$ cat src/rtl/twos_complement_accumulator.sv
// Sums fixed-length blocks of signed samples into a saturating wider accumulator
// and presents each block result on a valid/ready handshake.
module twos_complement_accumulator #(
  parameter int DATA_WIDTH = 4,
  parameter int ACC_WIDTH  = 8,
  parameter int BLOCK_LEN  = 4
) (
  input  logic                  clock,
  input  logic                  reset,
  input  logic                  in_valid,
  output logic                  in_ready,
  input  logic [DATA_WIDTH-1:0] in_data,
  output logic                  out_valid,
  input  logic                  out_ready,
  output logic [ACC_WIDTH-1:0]  out_sum,
  output logic                  out_overflow
);

  localparam int CW = $clog2(BLOCK_LEN + 1);

  typedef enum logic {S_ACCUM, S_DONE} state_t;

  state_t               r_state;
  state_t               w_state_next;
  logic [ACC_WIDTH-1:0] r_acc;
  logic [CW-1:0]        r_cnt;
  logic                 r_ovf;
  logic [ACC_WIDTH-1:0] r_out_sum;
  logic                 r_out_ovf;

  logic                 w_accept;
  logic                 w_last;
  logic                 w_release;
  logic [ACC_WIDTH:0]   w_sum;
  logic [ACC_WIDTH-1:0] w_acc_next;
  logic                 w_ovf_next;

  assign w_accept  = in_valid & (r_state == S_ACCUM);
  assign w_last    = (r_cnt == CW'(BLOCK_LEN - 1));
  assign w_release = out_ready & (r_state == S_DONE);

  // One guard bit: the sum overflowed iff the two top bits disagree.
  assign w_sum = {r_acc[ACC_WIDTH-1], r_acc}
               + {{(ACC_WIDTH + 1 - DATA_WIDTH){in_data[DATA_WIDTH-1]}}, in_data};

  always_comb begin
    w_acc_next = w_sum[ACC_WIDTH-1:0];
    w_ovf_next = r_ovf;
    if (w_sum[ACC_WIDTH] != w_sum[ACC_WIDTH-1]) begin
      w_ovf_next = 1'b1;
      if (w_sum[ACC_WIDTH]) w_acc_next = {1'b1, {(ACC_WIDTH-1){1'b0}}};
      else                  w_acc_next = {1'b0, {(ACC_WIDTH-1){1'b1}}};
    end
  end

  always_ff @(posedge clock) begin
    if (reset) r_state <= S_ACCUM;
    else       r_state <= w_state_next;
  end

  always_comb begin
    w_state_next = r_state;
    in_ready     = 1'b0;
    out_valid    = 1'b0;
    case (r_state)
      S_ACCUM: begin
        in_ready = 1'b1;
        if (w_accept && w_last) w_state_next = S_DONE;
      end
      S_DONE: begin
        out_valid = 1'b1;
        if (out_ready) w_state_next = S_ACCUM;
      end
      default: w_state_next = S_ACCUM;
    endcase
  end

  always_ff @(posedge clock) begin
    if (reset) begin
      r_acc     <= '0;
      r_cnt     <= '0;
      r_ovf     <= 1'b0;
      r_out_sum <= '0;
      r_out_ovf <= 1'b0;
    end else if (w_release) begin
      r_acc <= '0;
      r_cnt <= '0;
      r_ovf <= 1'b0;
    end else if (w_accept) begin
      r_acc <= w_acc_next;
      r_cnt <= r_cnt + CW'(1);
      r_ovf <= w_ovf_next;
      if (w_last) begin
        r_out_sum <= w_acc_next;
        r_out_ovf <= w_ovf_next;
      end
    end
  end

  assign out_sum      = r_out_sum;
  assign out_overflow = r_out_ovf;

endmodule

$ cat config.mk
export PLATFORM = sky130hd
export DESIGN_NAME = twos_complement_accumulator
export DESIGN_NICKNAME = d
export VERILOG_FILES = /design/src/rtl/twos_complement_accumulator.sv
export SDC_FILE = /design/constraint.sdc
export NUM_CORES = 1
export LEC_CHECK = 0
export CAP_MARGIN = 20
export CORE_ASPECT_RATIO = 1.1
export CORE_MARGIN = 2
export CORE_UTILIZATION = 30
export CTS_CLUSTER_SIZE = 16
export DETAILED_ROUTE_END_ITERATION = 16
export DONT_BUFFER_PORTS = 1
export SLEW_MARGIN = 30
export SYNTH_ARGS = -nofsm -noshare
export SYNTH_HDL_FRONTEND = slang
export SYNTH_SLANG_ARGS = --single-unit
$ cat constraint.sdc
create_clock -name clock -period 2.1 [get_ports clock]
set_input_delay 0 -clock clock [delete_from_list [all_inputs] [get_ports clock]]
set_output_delay 0 -clock clock [all_outputs]
set_load 0.005 [all_outputs]
==> metrics.csv, run 1 <==
metric;value;unit
syn_area_per_cell;8.52;um2
worst hold path class;in2reg;
first-pass GRT wire length;6.25;mm
WP buf/inv;2;
top cells by area, synth;dfxtp_1 (29%), ha_1 (8.3%), o211ai_1 (5.5%);
Sequential Power Share;22.9;%
status;finished, violations left;
port buffer count;0;
VDD IR max;0.000351;V
P_leak;0.808;nW
total routing usage reported by global routing;13.8;%
switching share of power;39.8;%
Max Freq;475;MHz
cells after synthesis;176;
Placeable Area;4720;um2
final setup vio count;1;
GPL Wtd Cong;0.803;
slowest CP cell;a2111oi_4;
failing checks;setup timing;
Fillers;462;
Post-DRT Antenna Nets;0;
Period Utilization, post-route;100;%
# DRC;0;
worst-margin pin slew;0.506;ns
nets;220;
max-slew violations;0;
Routed WL;3.84;mm
# rows;26;
Logic pwr share;65.4;%
I/O Pins;19;
share of cells above drive strength 1;31.5;%
kind of critical path;reg2reg;
routed vias/inst;5.38;
Pint;0.00155;W
CTS buffer count;3;
Pre-Repair DR Iteration Count;4;
maxcap violations;0;
Synth-to-Final Area Change;34.7;%
WL per Instance;15.0;um
antenna cells;0;
Synth async-reset ratio;0;%
P per Cell Area;1270;nW/um2
part of the Yosys area used for sequential elements;29.4;%
initial DRC count;31;
Psw;0.00102;W
CTS root buf;clkbuf_8;
Post-DP Area;1710;um2
Synth Cell Area;1500;um2
Worst Clk Skew;0.00233;ns
Most common cell on crit path;buf_6;
Overflow after GRT;0;
critical path arrival;2.26;ns
Worst Path Max Fanout;4;
vias in the first global route;1340;
CP Capture Type;register;
Placed Cells;244;
slack of the critical path;-0.00428;ns
Die H;78.1;um
Yosys reg bits;22;
type of origin of the critical path;register;
post-synth top area cell;dfxtp_1;
dpl hpwl;2.78;mm
Tmin final;2.10;ns
relative slew slack;66.2;%
design area;2020;um2
Vias;1376;
CP cell instances;ha_4, a21o_1, a2111oi_4, a22oi_2, buf_6, buf_6, and4_4, a211o_1;
share of the synthesized area in the top cell type;29.4;%
full die area;5580;um2
utilization of the core after routing;42.8;%
TNS Setup;-0.00428;ns
non-filler cells, final;256;
Die W;71.4;um
clock slew at reported path FFs;0.08;ns
largest net degree at the start of global routing;15;
clk_lat worst skew;0.26;ns
Final Hold Fails;0;
CTS tree;yes;
initial antenna violation count;0;
Initial Util;31.8;%
Post-synth EDFFs;0;
CP Data Required Time;2.25;ns
overall power;0.00257;W
Yosys cell types;48;
CP max stage delay;0.40;ns
Num Clock Sinks;22;
clk buf depth;2;
YS warnings;0;
CP top delay family;compound AO/OA/AOI/OAI gates;
power share of the clock group;11.7;%
dominant synthesized flop cell;dfxtp_1;
post-synthesis net count;195;
H-tree levels;1;
RSZ-0062 raised after global routing;true;
[cells by family after synthesis]
group | Yosys count | synth area share, %
AND/OR/NAND/NOR | 59 | 22.0
AO/OA/AOI/OAI | 56 | 28.5
buffers and inverters | 22 | 6.01
flip-flops | 22 | 29.4
adder cells (fa/ha/maj) | 11 | 9.68
XOR/XNOR | 5 | 3.84
multiplexers | 1 | 0.668
[layout by cell type, fill, tap and decap left out, types with 2 or more instances in the layout]
master         netlist  final
a2111oi_4            0      2
a211o_1              4      4
a211oi_1             8      7
a21o_1               3      3
a21oi_1              6      6
a221oi_1             2      2
a311oi_1             2      2
and2_1               6      6
buf_4                1     22
buf_6                0      6
clkbuf_8             0      4
dfxtp_1             22     19
dfxtp_2              0      2
dlygate4sd3_1        0      2
ha_1                10      3
ha_4                 0      6
inv_1               12     11
nand2_1              9      9
nand2b_1             2      2
nand3_1              4      4
nand4_1              2      2
nor2_1              16     16
nor2b_1              4      3
nor3b_1              2      2
o2111ai_1            4      3
o211ai_1            11     11
o21ai_0              5      3
o311ai_1             3      3
or2_2                2      2
xnor2_1              3      2
[worst min-delay path, stage by stage]
cell and delay [ns]:
nor2_1 0.05, nand3_1 0.09, o311ai_1 0.08
[final timing paths]
kind	start	endpoint	slack, ns	depth (start not counted)
worst max-delay path	r_acc[5]	r_acc[4]	-0.004	8
worst max register to register	r_acc[5]	r_acc[4]	-0.004	8
worst min register to register	r_acc[0]	r_acc[0]	0.48	2
worst min-delay path	reset	out_sum[4]	0.02	3
[sequential cells by signal (all words and copies together), names as in the netlist]
| name | count |
|---|---|
| out_sum | 8 |
| r_cnt | 3 |
| r_state | 1 |
| r_acc | 8 |
| r_ovf | 1 |
| out_overflow | 1 |
[final cells by class]
type | instances | area, um2 | area share, %
repair buffers | 30 | 253 | 12.5
flip-flops and latches | 22 | 447 | 22.1
multi-input cells | 132 | 1150 | 56.9
clock buffers | 4 | 55.1 | 2.73
inverters | 12 | 45.0 | 2.23
well taps | 56 | 70.1 | 3.47
[power by group through the flow]
stage | registers, W | logic (W) | clock network [W]
after CTS | 0.000578 | 0.00146 | 0.000317
after global placement | 0.000564 | 0.00129 | 0
after floorplan | 0.000545 | 0.000931 | 0
final | 0.000588 | 0.00168 | 0.000301
after detailed placement | 0.000567 | 0.00132 | 0
after global routing | 0.000597 | 0.00185 | 0.000335
[stage by stage]
step	hold WS [ns]	worst slack, ns
4_1_cts	-0.206	-0.0167
2_1_floorplan	0.182	0.00115
3_3_place_gp	0.0713	-0.0437
5_1_grt	0.0266	-0.0728
6_report	0.0169	-0.00428
3_5_place_dp	0.0756	-0.0932
[layer usage]
layer | up-vias | wire length, um | global-route usage (%)
met5 | - | 0 | 0
met2 | 25 | 1950 | 24.2
met4 | 0 | 40 | 1.13
met1 | 643 | 1650 | 17.0
met3 | 4 | 197 | 4.36
li1 | 704 | - | -
[cells in the mapped netlist (3+ instances only)]
cell,instances
clkbuf_1,6
ha_1,10
dfxtp_1,22
inv_1,12
nor2_1,16
o21ai_0,5
xnor2_1,3
buf_2,3
o2111ai_1,4
and2_1,6
nor2b_1,4
a21o_1,3
a211o_1,4
nand3_1,4
o311ai_1,3
a211oi_1,8
nand2_1,9
a21oi_1,6
o211ai_1,11
[what timing repair did]
action,in CTS,in global routing
pin swaps,11,13
endpoints found under the hold margin,10,9
gates resized for setup,20,18
gates cloned,1,0
hold buffers,1,1
endpoints found under the setup margin,11,18
buffers inserted,1,5
No activity file was read; power rests on OpenSTA's default activity.
==> inputs of run 2 (changes only) <==
CTS_BUF_LIST = sky130_fd_sc_hd__clkbuf_4 sky130_fd_sc_hd__clkbuf_8   (was unset)
SETUP_SLACK_MARGIN = 0.2   (was unset)
SKIP_CTS_REPAIR_TIMING = 1   (was unset)
==> run 2 against run 1 <==
Compared with the run above: the flow finishes with violations (hold timing); final cell count shrank 1.6%; die area is the same; global-route usage shrank 0.32 points; non-clock buffer count shrank 4; fmax grew 2.1%; worst hold slack lost 0.23 ns; first-iteration DRC count grew to 3.0 times the previous value; count of clock-buffer cells in the layout shrank 1; utilization grew 0.37 points; critical endpoint is now r_acc[5]; largest cell class unchanged.
==> metrics.csv, run 2 (synthesized netlist as in run 1, its figures left out) <==
metric;value;unit;change
vias in the first global route;1303;;-2.8%
failing checks;hold timing;;
WL per Instance;15.5;um;+3.1%
slack of the critical path;0.0383;ns;+0.0426 ns
switching share of power;40.0;%;+0.20 points
initial DRC count;93;;+200%
maxcap violations;0;;unchanged
largest net degree at the start of global routing;15;;unchanged
routed vias/inst;5.65;;+5.1%
Routed WL;3.90;mm;+1.5%
worst-margin pin slew;0.524;ns;+0.0178 ns
Placeable Area;4720;um2;unchanged
clk_lat worst skew;0.27;ns;about the same
CTS root buf;clkbuf_8;;
Synth-to-Final Area Change;35.9;%;
Initial Util;31.8;%;unchanged
clk buf depth;2;;unchanged
CTS buffer count;3;;unchanged
Fillers;434;;-6.1%
first-pass GRT wire length;6.11;mm;-2.3%
Final Hold Fails;9;;+9
critical path arrival;2.22;ns;-0.04 ns
CP Data Required Time;2.26;ns;about the same
dpl hpwl;2.73;mm;-1.8%
Sequential Power Share;21.2;%;-1.7 points
GR Util met2;23.3;%;-0.83 points
Worst Path Max Fanout;5;;+1
Most Used Layer, Global Route;met2;;
# DRC;0;;unchanged
P_leak;0.796;nW;-1.4%
power share of the clock group;14.7;%;+3.0 points
Num Clock Sinks;22;;unchanged
Vias;1424;;+3.5%
Pre-Repair DR Iteration Count;4;;unchanged
pre-CTS setup slack;-0.0289;ns;+0.0644 ns
share of cells above drive strength 1;33.2;%;+1.7 points
port buffer count;0;;unchanged
max-slew violations;0;;unchanged
nets;216;;-1.8%
slowest CP cell;dfxtp_1;;
VDD IR max;0.000361;V;+2.8%
Max Freq;485;MHz;+2.1%
M3 GR Usage;3.34;%;-1.0 points
commonest non-fill, non-tap cell in the layout;buf_4;;
relative slew slack;65.0;%;-1.2 points
Overflow after GRT;0;;unchanged
Tmin final;2.06;ns;-0.0426 ns
Pint;0.00167;W;+7.8%
met1 Use GR;16.7;%;-0.33 points
Die W;71.4;um;unchanged
final setup vio count;0;;-1
WHS;-0.214;ns;-0.231 ns
CTS tree;yes;;
H-tree levels;1;;unchanged
GPL Wtd Cong;0.827;;+3.0%
Logic pwr share;64.1;%;-1.3 points
RSZ-0062 raised after global routing;true;;
clock slew at reported path FFs;0.09;ns;about the same
Post-DRT Antenna Nets;0;;unchanged
worst hold path class;in2reg;;
status;finished, violations left;;
Worst Clk Skew;0.00190;ns;-0.000429 ns
Period Utilization, post-route;98.2;%;-2.0 points
total routing usage reported by global routing;13.4;%;-0.32 points
CP cell instances;ha_2, or2_2, o211ai_1, a22oi_2, buf_6, buf_4, and4_4, a211o_1;;
initial antenna violation count;0;;unchanged
antenna cells;0;;unchanged
full die area;5580;um2;unchanged
most frequent cells in the layout;buf_4 (19), dfxtp_1 (18), nor2_1 (16);;
kind of critical path;reg2reg;;
P per Cell Area;1360;nW/um2;+7.2%
WHS Path Cells;1;;-2
I/O Pins;19;;unchanged
CP max stage delay;0.36;ns;-0.04 ns
Die H;78.1;um;unchanged
FF-to-FF path depth;8;;unchanged
CP Capture Type;register;;
Psw;0.00111;W;+8.7%
# rows;26;;unchanged
type of origin of the critical path;register;;
[run 2: area by class of cell]
class / count / area, um2 / share of cell area (%)
sequential: 22 / 445 / 21.9
clock inverter: 1 / 30.0 / 1.47
inverter: 12 / 45.0 / 2.21
tap: 56 / 70.1 / 3.44
timing repair buffer: 26 / 220 / 10.8
multi-input combinational: 132 / 1180 / 58.2
clock buffer: 3 / 41.3 / 2.03
[run 2: stage by stage]
stage	total power [W]	utilization [%]	instances	instance area (um2)	setup TNS, ns
detailed placement	0.00195	36.4	234	1720	-0.0761
finish	0.00278	43.2	252	2040	0
global route	0.00297	43.2	252	2040	-0.563
CTS	0.00237	37.9	238	1790	-0.161
floorplan	0.00161	-	176	1630	0
global placement	0.00194	36.4	234	1720	-0.0119
[run 2: worst paths after layout]
kind              startpoint    endpoint  slack, ns
setup / recovery    r_acc[3]    r_acc[5]       0.04
hold / removal         reset  out_sum[7]      -0.21
setup reg to reg    r_acc[3]    r_acc[5]       0.04
hold reg to reg     r_cnt[2]    r_cnt[2]       0.50
[run 2: worst max-delay path, delay by kind of cell, from the launching register on]
family          cells  cell delay [ns]
compound gates      3             0.51
fa+ha+maj           1             0.30
buf+inv             2             0.27
flops               1             0.36
simple gates        2             0.50
[run 2: routing by layer]
metal	vias to the layer above	part of all wire (%)
li1	694	-
met4	0	0.69
met5	-	0
met2	23	51
met3	4	4.0
met1	703	44
[run 2: power groups by stage]
stage	combinational (W)	sequential, W	clock (W)
2_1_floorplan	0.00104	0.000567	0
3_3_place_gp	0.00136	0.000585	0
3_5_place_dp	0.00136	0.000591	0
4_1_cts	0.00137	0.000581	0.000418
5_1_grt	0.00195	0.000597	0.000430
6_report	0.00178	0.000589	0.000408
